## config.mk

```make
export PLATFORM = sky130hd
export DESIGN_NAME = accumulator_array
export DESIGN_NICKNAME = d
export VERILOG_FILES = /design/src/rtl/accumulator_array.sv
export SDC_FILE = /design/constraint.sdc
export NUM_CORES = 2
export LEC_CHECK = 0
export ABC_AREA = 1
export ABC_CLOCK_PERIOD_IN_PS = 87400
export CAP_MARGIN = 20
export CORE_ASPECT_RATIO = 1.75
export CORE_MARGIN = 2
export CORE_UTILIZATION = 42
export CTS_BUF_LIST = sky130_fd_sc_hd__clkbuf_8
export CTS_CLUSTER_SIZE = 28
export DETAILED_ROUTE_END_ITERATION = 8
export HOLD_SLACK_MARGIN = 0.06
export PLACE_DENSITY_LB_ADDON = 0.15
export RECOVER_POWER = 25
export SLEW_MARGIN = 20
export SYNTH_ARGS = -nofsm -noshare
export SYNTH_HDL_FRONTEND = slang
export SYNTH_SLANG_ARGS = --single-unit
export TNS_END_PERCENT = 20
```

## constraint.sdc

```tcl
create_clock -name clk -period 87.4 [get_ports clk]
set_input_delay 21.85 -clock clk [delete_from_list [all_inputs] [get_ports clk]]
set_output_delay 21.85 -clock clk [all_outputs]
set_load 0.01 [all_outputs]
```

## src/rtl/accumulator_array.sv

```systemverilog
// accumulator_array
//   Double-buffered row accumulator placed between the systolic MMU and the
//   activation pipeline. Staggered MMU column results are de-skewed into
//   aligned rows. Each row is then added to, or written over, one row slot of
//   the selected buffer. Every updated row is queued in an output FIFO with a
//   valid/ready handshake.
//
// Ports
//   clk        : clock, all state updates on the rising edge
//   reset      : asynchronous active-high reset, clears all state and memory
//   clear      : synchronous flush of in-flight rows, FIFO, slot pointers, flags
//   valid_in   : column 0 of a new row is on mmu_in this cycle
//   acc_mode   : 1 = add to slot, 0 = overwrite slot (sampled with valid_in)
//   buf_sel    : target buffer (sampled with valid_in)
//   mmu_in     : COLS signed IN_W results, column c at [c*IN_W +: IN_W]
//   out_ready  : consumer accepts the FIFO head
//   out_valid  : FIFO non-empty
//   out_data   : post-update row, column c at [c*ACC_W +: ACC_W]
//   out_buf    : buffer of the head entry
//   out_row    : slot index of the head entry
//   sat_flag   : sticky overflow indication (clamp or wrap)
//   drop_flag  : sticky indication that a row was lost to a full FIFO
module accumulator_array #(
  parameter int COLS      = 4,
  parameter int IN_W      = 16,
  parameter int ACC_W     = 32,
  parameter int DEPTH     = 4,
  parameter int OUT_DEPTH = 4,
  parameter int SATURATE  = 1,
  localparam int RW = (DEPTH > 1) ? $clog2(DEPTH) : 1
) (
  input  logic                  clk,
  input  logic                  reset,
  input  logic                  clear,
  input  logic                  valid_in,
  input  logic                  acc_mode,
  input  logic                  buf_sel,
  input  logic [COLS*IN_W-1:0]  mmu_in,
  input  logic                  out_ready,
  output logic                  out_valid,
  output logic [COLS*ACC_W-1:0] out_data,
  output logic                  out_buf,
  output logic [RW-1:0]         out_row,
  output logic                  sat_flag,
  output logic                  drop_flag
);

  localparam int PW = $clog2(OUT_DEPTH);
  localparam int CW = $clog2(OUT_DEPTH + 1);

  // ---------------------------------------------------------------------------
  // De-skew. Column c arrives c cycles after column 0, so it passes through
  // COLS-c registers. All columns of a row land in the last stage together,
  // COLS-1 edges after valid_in was sampled.
  // ---------------------------------------------------------------------------
  logic [IN_W-1:0] aligned [COLS];

  for (genvar gi = 0; gi < COLS; gi++) begin : g_col
    localparam int N = COLS - gi;
    logic [IN_W-1:0] dl_q [N];
    logic [IN_W-1:0] dl_d [N];

    always_comb begin
      dl_d[0] = mmu_in[gi*IN_W +: IN_W];
      for (int j = 1; j < N; j++) dl_d[j] = dl_q[j-1];
    end

    always_ff @(posedge clk or posedge reset) begin
      if (reset) begin
        for (int j = 0; j < N; j++) dl_q[j] <= '0;
      end else begin
        dl_q <= dl_d;
      end
    end

    assign aligned[gi] = dl_q[N-1];
  end

  // Row control travels alongside column 0 through the same number of stages.
  logic [COLS-1:0] vld_q, vld_d;
  logic [COLS-1:0] mode_q, mode_d;
  logic [COLS-1:0] bsel_q, bsel_d;

  always_comb begin
    vld_d  = '0;
    mode_d = '0;
    bsel_d = '0;
    vld_d[0]  = valid_in;
    mode_d[0] = acc_mode;
    bsel_d[0] = buf_sel;
    for (int i = 1; i < COLS; i++) begin
      vld_d[i]  = vld_q[i-1];
      mode_d[i] = mode_q[i-1];
      bsel_d[i] = bsel_q[i-1];
    end
    // Flushing only the valid bits is enough to discard every in-flight row.
    if (clear) vld_d = '0;
  end

  always_ff @(posedge clk or posedge reset) begin
    if (reset) begin
      vld_q  <= '0;
      mode_q <= '0;
      bsel_q <= '0;
    end else begin
      vld_q  <= vld_d;
      mode_q <= mode_d;
      bsel_q <= bsel_d;
    end
  end

  logic row_vld, row_mode, row_buf, wr_en;
  assign row_vld  = vld_q[COLS-1];
  assign row_mode = mode_q[COLS-1];
  assign row_buf  = bsel_q[COLS-1];
  // A clear on the commit edge also discards the row that would be written.
  assign wr_en    = row_vld && !clear;

  // ---------------------------------------------------------------------------
  // Slot pointers, one per buffer.
  // ---------------------------------------------------------------------------
  logic [RW-1:0] ptr_q [2];
  logic [RW-1:0] ptr_d [2];
  logic [RW-1:0] slot_ptr;

  assign slot_ptr = ptr_q[row_buf];

  always_comb begin
    ptr_d = ptr_q;
    if (clear) begin
      ptr_d[0] = '0;
      ptr_d[1] = '0;
    end else if (row_vld) begin
      ptr_d[row_buf] = (slot_ptr == RW'(DEPTH - 1)) ? '0 : slot_ptr + RW'(1);
    end
  end

  always_ff @(posedge clk or posedge reset) begin
    if (reset) begin
      ptr_q[0] <= '0;
      ptr_q[1] <= '0;
    end else begin
      ptr_q <= ptr_d;
    end
  end

  // ---------------------------------------------------------------------------
  // Read-modify-write. The memory is read combinationally and written on the
  // commit edge, so a row to the same slot on the next cycle already sees it.
  // ---------------------------------------------------------------------------
  logic [ACC_W-1:0]            mem_q [2][DEPTH][COLS];
  logic [COLS-1:0][ACC_W-1:0]  row_d;
  logic [COLS-1:0]             ovf;

  always_comb begin
    logic [ACC_W-1:0] old_v;
    logic [ACC_W:0]   sum_v;
    old_v = '0;
    sum_v = '0;
    row_d = '0;
    ovf   = '0;
    for (int c = 0; c < COLS; c++) begin
      old_v = row_mode ? mem_q[row_buf][slot_ptr][c] : '0;
      // One guard bit: overflow is visible as disagreement of the top two bits.
      sum_v = {old_v[ACC_W-1], old_v}
            + {{(ACC_W + 1 - IN_W){aligned[c][IN_W-1]}}, aligned[c]};
      ovf[c] = sum_v[ACC_W] ^ sum_v[ACC_W-1];
      if ((SATURATE != 0) && ovf[c]) begin
        row_d[c] = sum_v[ACC_W] ? {1'b1, {(ACC_W-1){1'b0}}}
                                : {1'b0, {(ACC_W-1){1'b1}}};
      end else begin
        row_d[c] = sum_v[ACC_W-1:0];
      end
    end
  end

  always_ff @(posedge clk or posedge reset) begin
    if (reset) begin
      for (int b = 0; b < 2; b++)
        for (int s = 0; s < DEPTH; s++)
          for (int c = 0; c < COLS; c++)
            mem_q[b][s][c] <= '0;
    end else if (wr_en) begin
      for (int c = 0; c < COLS; c++) mem_q[row_buf][slot_ptr][c] <= row_d[c];
    end
  end

  // ---------------------------------------------------------------------------
  // Output FIFO.
  // ---------------------------------------------------------------------------
  logic [COLS*ACC_W-1:0] fifo_data_q [OUT_DEPTH];
  logic                  fifo_buf_q  [OUT_DEPTH];
  logic [RW-1:0]         fifo_row_q  [OUT_DEPTH];
  logic [PW-1:0]         wp_q, wp_d, rp_q, rp_d;
  logic [CW-1:0]         cnt_q, cnt_d;
  logic                  full, pop, push_ok, drop;

  always_comb begin
    full    = (cnt_q == CW'(OUT_DEPTH));
    pop     = (cnt_q != '0) && out_ready;
    // When full, a simultaneous pop frees the slot being written.
    push_ok = wr_en && (!full || pop);
    drop    = wr_en && full && !pop;
    wp_d    = wp_q;
    rp_d    = rp_q;
    cnt_d   = cnt_q;
    if (clear) begin
      wp_d  = '0;
      rp_d  = '0;
      cnt_d = '0;
    end else begin
      if (push_ok) wp_d = (wp_q == PW'(OUT_DEPTH - 1)) ? '0 : wp_q + PW'(1);
      if (pop)     rp_d = (rp_q == PW'(OUT_DEPTH - 1)) ? '0 : rp_q + PW'(1);
      if (push_ok && !pop)      cnt_d = cnt_q + CW'(1);
      else if (!push_ok && pop) cnt_d = cnt_q - CW'(1);
    end
  end

  always_ff @(posedge clk or posedge reset) begin
    if (reset) begin
      wp_q  <= '0;
      rp_q  <= '0;
      cnt_q <= '0;
      for (int i = 0; i < OUT_DEPTH; i++) begin
        fifo_data_q[i] <= '0;
        fifo_buf_q[i]  <= 1'b0;
        fifo_row_q[i]  <= '0;
      end
    end else begin
      wp_q  <= wp_d;
      rp_q  <= rp_d;
      cnt_q <= cnt_d;
      if (push_ok) begin
        fifo_data_q[wp_q] <= row_d;
        fifo_buf_q[wp_q]  <= row_buf;
        fifo_row_q[wp_q]  <= slot_ptr;
      end
    end
  end

  assign out_valid = (cnt_q != '0);
  assign out_data  = fifo_data_q[rp_q];
  assign out_buf   = fifo_buf_q[rp_q];
  assign out_row   = fifo_row_q[rp_q];

  // ---------------------------------------------------------------------------
  // Sticky flags.
  // ---------------------------------------------------------------------------
  logic sat_q, sat_d, drop_q, drop_d;

  always_comb begin
    sat_d  = sat_q  | (wr_en && (|ovf));
    drop_d = drop_q | drop;
    if (clear) begin
      sat_d  = 1'b0;
      drop_d = 1'b0;
    end
  end

  always_ff @(posedge clk or posedge reset) begin
    if (reset) begin
      sat_q  <= 1'b0;
      drop_q <= 1'b0;
    end else begin
      sat_q  <= sat_d;
      drop_q <= drop_d;
    end
  end

  assign sat_flag  = sat_q;
  assign drop_flag = drop_q;

endmodule

```

==> summary.md <==
| Metric | Value |
|---|---|
| Run status | `finished with violations` |
| Violated checks | `capacitance limit, slew limit` |
| Synth area leaders | `dfrtp_1 (50%), nand2_1 (14%), o21ai_0 (6.4%), nor2_1 (4.2%), inv_1 (3.4%)` |
| Vias in the first global route | `73500` |
| Syn_area_per_cell | `7.87 um^2` |
| Boundary Pins | `205` |
| Max Root-Sink Buffers | `4` |
| Synth Instances | `10900` |
| Synth warn | `0` |
| GRT Util Overall | `26.8%` |
| Area Overhead vs Synth | `9.80%` |
| First-pass GRT wire length | `438000 um` |
| Commonest non-fill, non-tap cell in the layout | `nand2_1` |
| Post-layout power | `2.16 mW` |
| Synth Area in Compound Gates | `15.2%` |
| Antenna Nets Post-Route | `0` |
| DRC violations left | `0` |
| Setup Viol. Count Final | `0` |
| Hpwl dp | `170000 um` |
| Bufs and invs on worst path | `9` |
| Initial antenna violation count | `13` |
| Total vias in the final route | `74700` |
| Final Cycle Share | `42.9%` |
| Initial DRC count | `6293` |
| Fmax | `26.6 MHz` |
| Mux share of post-synthesis cell area | `0%` |
| RSZ-0062 raised after global routing | `no` |
| Crit-path most repeated cell | `buf_4` |
| Slew HR | `-475%` |
| Post-synth EDFFs | `0` |
| Nets@finish | `11000` |
| H-Tree Depth | `5` |
| Crit end category | `async pin` |
| Clock network fraction of design power | `32.1%` |
| Synth Area in Simple Gates | `24.3%` |
| Register area share after synthesis | `50.4%` |
| Combinational share of power | `26.1%` |
| Share of power burned in registers | `41.8%` |
| Global placement routability congestion | `0.922` |
| Clk slew on worst S/H paths | `0.06 ns` |
| Worst hold path class | `reg -> reg` |
| CP Max Fanout | `155` |
| Final Max Tran Viols | `2048` |
| Largest net degree at the start of global routing | `199` |
| Vias/cell | `5.48` |
| Delay-heaviest family, CP | `buffers and inverters` |
| Post-Route WL | `284000 um` |
| Worst Path Arrival | `38.44 ns` |
| Synthesized net count | `11200` |
| Biggest cell delay along the critical path | `6.02 ns` |
| Final Hold Viols | `0` |
| Sw frac | `34.7%` |
| Postcts setup bufs | `0` |
| Synth top area share | `50.4%` |
| Main synth FF type | `dfrtp_1` |
| Most frequent cells in the layout | `nand2_1 (3220), dfrtp_1 (1729), o21ai_0 (1135), nor2_1 (967), inv_1 (838)` |
| Num CTS Buffers | `275` |
| Initial core utilization | `42.3%` |
| Pwr/cell area | `22.9 nW/um^2` |
| # rows | `219` |
| Asr flop ratio synth | `100%` |
| Worst Skew | `0.0787 ns` |
| Core area | `204000 um^2` |
| Sink Count | `1733` |
| Critical Path Slowest Stage Cell | `clkbuf_1` |
| Post-synth cell types | `54` |
| Clock insertion delay at the later pin of the skew report | `0.93 ns` |
| Tmin final | `37.54 ns` |
| PortBufs | `204` |
| Crit path kind | `in -> async` |
| DIE WIDTH | `346 um` |
| Post-CTS sizing | `0` |
| Number of fill cells | `20200` |
| Reg2reg path depth | `11` |
| Sequential cell area | `43400 um^2` |
| Main combinational cell family by area after synthesis | `simple AND/OR/NAND/NOR gates` |
| Hold path cells | `0` |
| Drt pass-1 iters | `6` |
| Critical-path cell list | `dlygate4sd3_1 > clkinvlp_2 > clkbuf_1 > clkbuf_1 > buf_4 > buf_4 > buf_4 > buf_6 > buf_4` |
| CP startpoint kind | `primary input` |
| Die H | `603 um` |
| Seq cells post-synth | `1733` |
| Adder-cell share of the synthesized area | `2.12%` |
| GRT overflow | `0` |
| CTS tree | `built` |
| Post-synthesis xor/xnor area fraction | `0.784%` |
| Critical Path Stages | `9` |
| CTS hold repair buffers | `0` |
| Setup TNS | `0 ns` |
| Per-cell routed wire length | `20.9 um` |
| Area of the multi-input gates | `36600 um^2` |
| CTS root buf | `clkbuf_8` |
| Worst Path Required | `88.31 ns` |
| Worst-Margin Slew | `8.63 ns` |
| Pleak | `48.3 nW` |
| Maximum VDD drop | `0.0000182 V` |
| Switching Power | `750 uW` |
| Share of cells above drive strength 1 | `7.17%` |
| Mapped cell area | `86100 um^2` |
| Cell-internal power | `1.41 mW` |
| Max capacitance violation total | `30` |
| Die area | `209000 um^2` |
| Cell taking the most area after synthesis | `dfrtp_1` |
[registers in the layout, indices dropped and copies added (netlist names), 8 cells and up]
register     count
g_col.dl_q      16
g_col.dl_d      96
fifo_row_q       8
aligned         48
mem_q         1024
fifo_data_q    512
[kinds of logic (layout without fill, tap and decap cells)]
logic type               count (synthesis)  in the layout
AND/OR/NAND/NOR                       5094           5094
AO/OA/AOI/OAI                         2351           2351
flip-flops                            1733           1733
buffers and inverters                 1539           1560
adder cells (fa/ha/maj)                143            143
XOR/XNOR                                77             77
other                                    0              4
[layer usage]
layer  share of wire [%]  vias up  track usage, %
met2                  48     2571            45.9
met5               0.016        -               0
li1                    -    35200               -
met3                 6.2      605            3.70
met4                 4.0        6            10.7
met1                  41    36300            34.2
[power by group through the flow]
stage / Sequential (mW) / Clock (mW) / Combinational (mW)
after floorplan: 0.912 / 0 / 0.347
after global placement: 0.916 / 0 / 0.557
after detailed placement: 0.918 / 0 / 0.563
after CTS: 0.904 / 0.711 / 0.565
after global routing: 0.912 / 0.744 / 0.616
final: 0.904 / 0.694 / 0.564
[final cells by class]
| class | count | area share (%) |
|---|---|---|
| multi-input combinational | 7665 | 38.7 |
| antenna | 4 | 0.0106 |
| clock buffer | 347 | 5.05 |
| timing repair buffer | 307 | 3.00 |
| tap | 2652 | 3.51 |
| sequential | 1733 | 45.9 |
| clock inverter | 115 | 0.618 |
| inverter | 791 | 3.19 |
[worst reg2reg max path, stage by stage, from the launching register on]
cell	delay [ns]
dfrtp_4	0.72
o21ai_4	0.88
inv_6	0.29
buf_4	0.41
buf_4	0.43
ha_1	0.29
nand3_4	0.09
clkbuf_1	2.80
clkinvlp_2	6.61
buf_4	1.86
nand2_1	0.24
o21ai_0	0.10
[synth_stat cells (78+ instances only)]
cell,count
nand2_2,78
o21ai_0,1107
dfrtp_1,1733
a31oi_1,304
nand2_1,3221
nand3_1,318
o22ai_1,136
nor3_1,269
nor2_1,966
buf_1,88
o21ai_1,92
a21oi_1,536
inv_1,769
or2_2,115
ha_1,138
buf_2,92
clkbuf_1,519
[metrics by stage]
step	hold WS (ns)	worst slack (ns)	instance area, um^2	util [%]	instances
final	0.335	49.86	94500	46.4	13600
after global routing	0.347	47.06	94500	46.4	13600
after CTS	0.324	59.13	94600	46.5	13600
after detailed placement	0.335	58.13	89300	43.9	13100
after global placement	0.333	58.29	89300	43.8	13100
after floorplan	0.331	16.63	86100	-	10900
[final timing paths]
path	end	startpoint	slack, ns
worst min-delay path	aligned[17]$_DFF_PP0_	g_col[2].dl_d[1]$_DFF_PP0_	0.34
worst min register to register	aligned[17]$_DFF_PP0_	g_col[2].dl_d[1]$_DFF_PP0_	0.34
worst max register to register	mem_q[379]$_DFFE_PP0P_	bsel_q[3]$_DFF_PP0_	72.52
min in group asynchronous	g_col[0].dl_d[42]$_DFF_PP0_	reset	22.87
max in group clk	mem_q[379]$_DFFE_PP0P_	clear	53.42
worst max-delay path	fifo_data_q[82]$_DFFE_PP0P_	reset	49.86
Power figures use the tool's default switching activity.
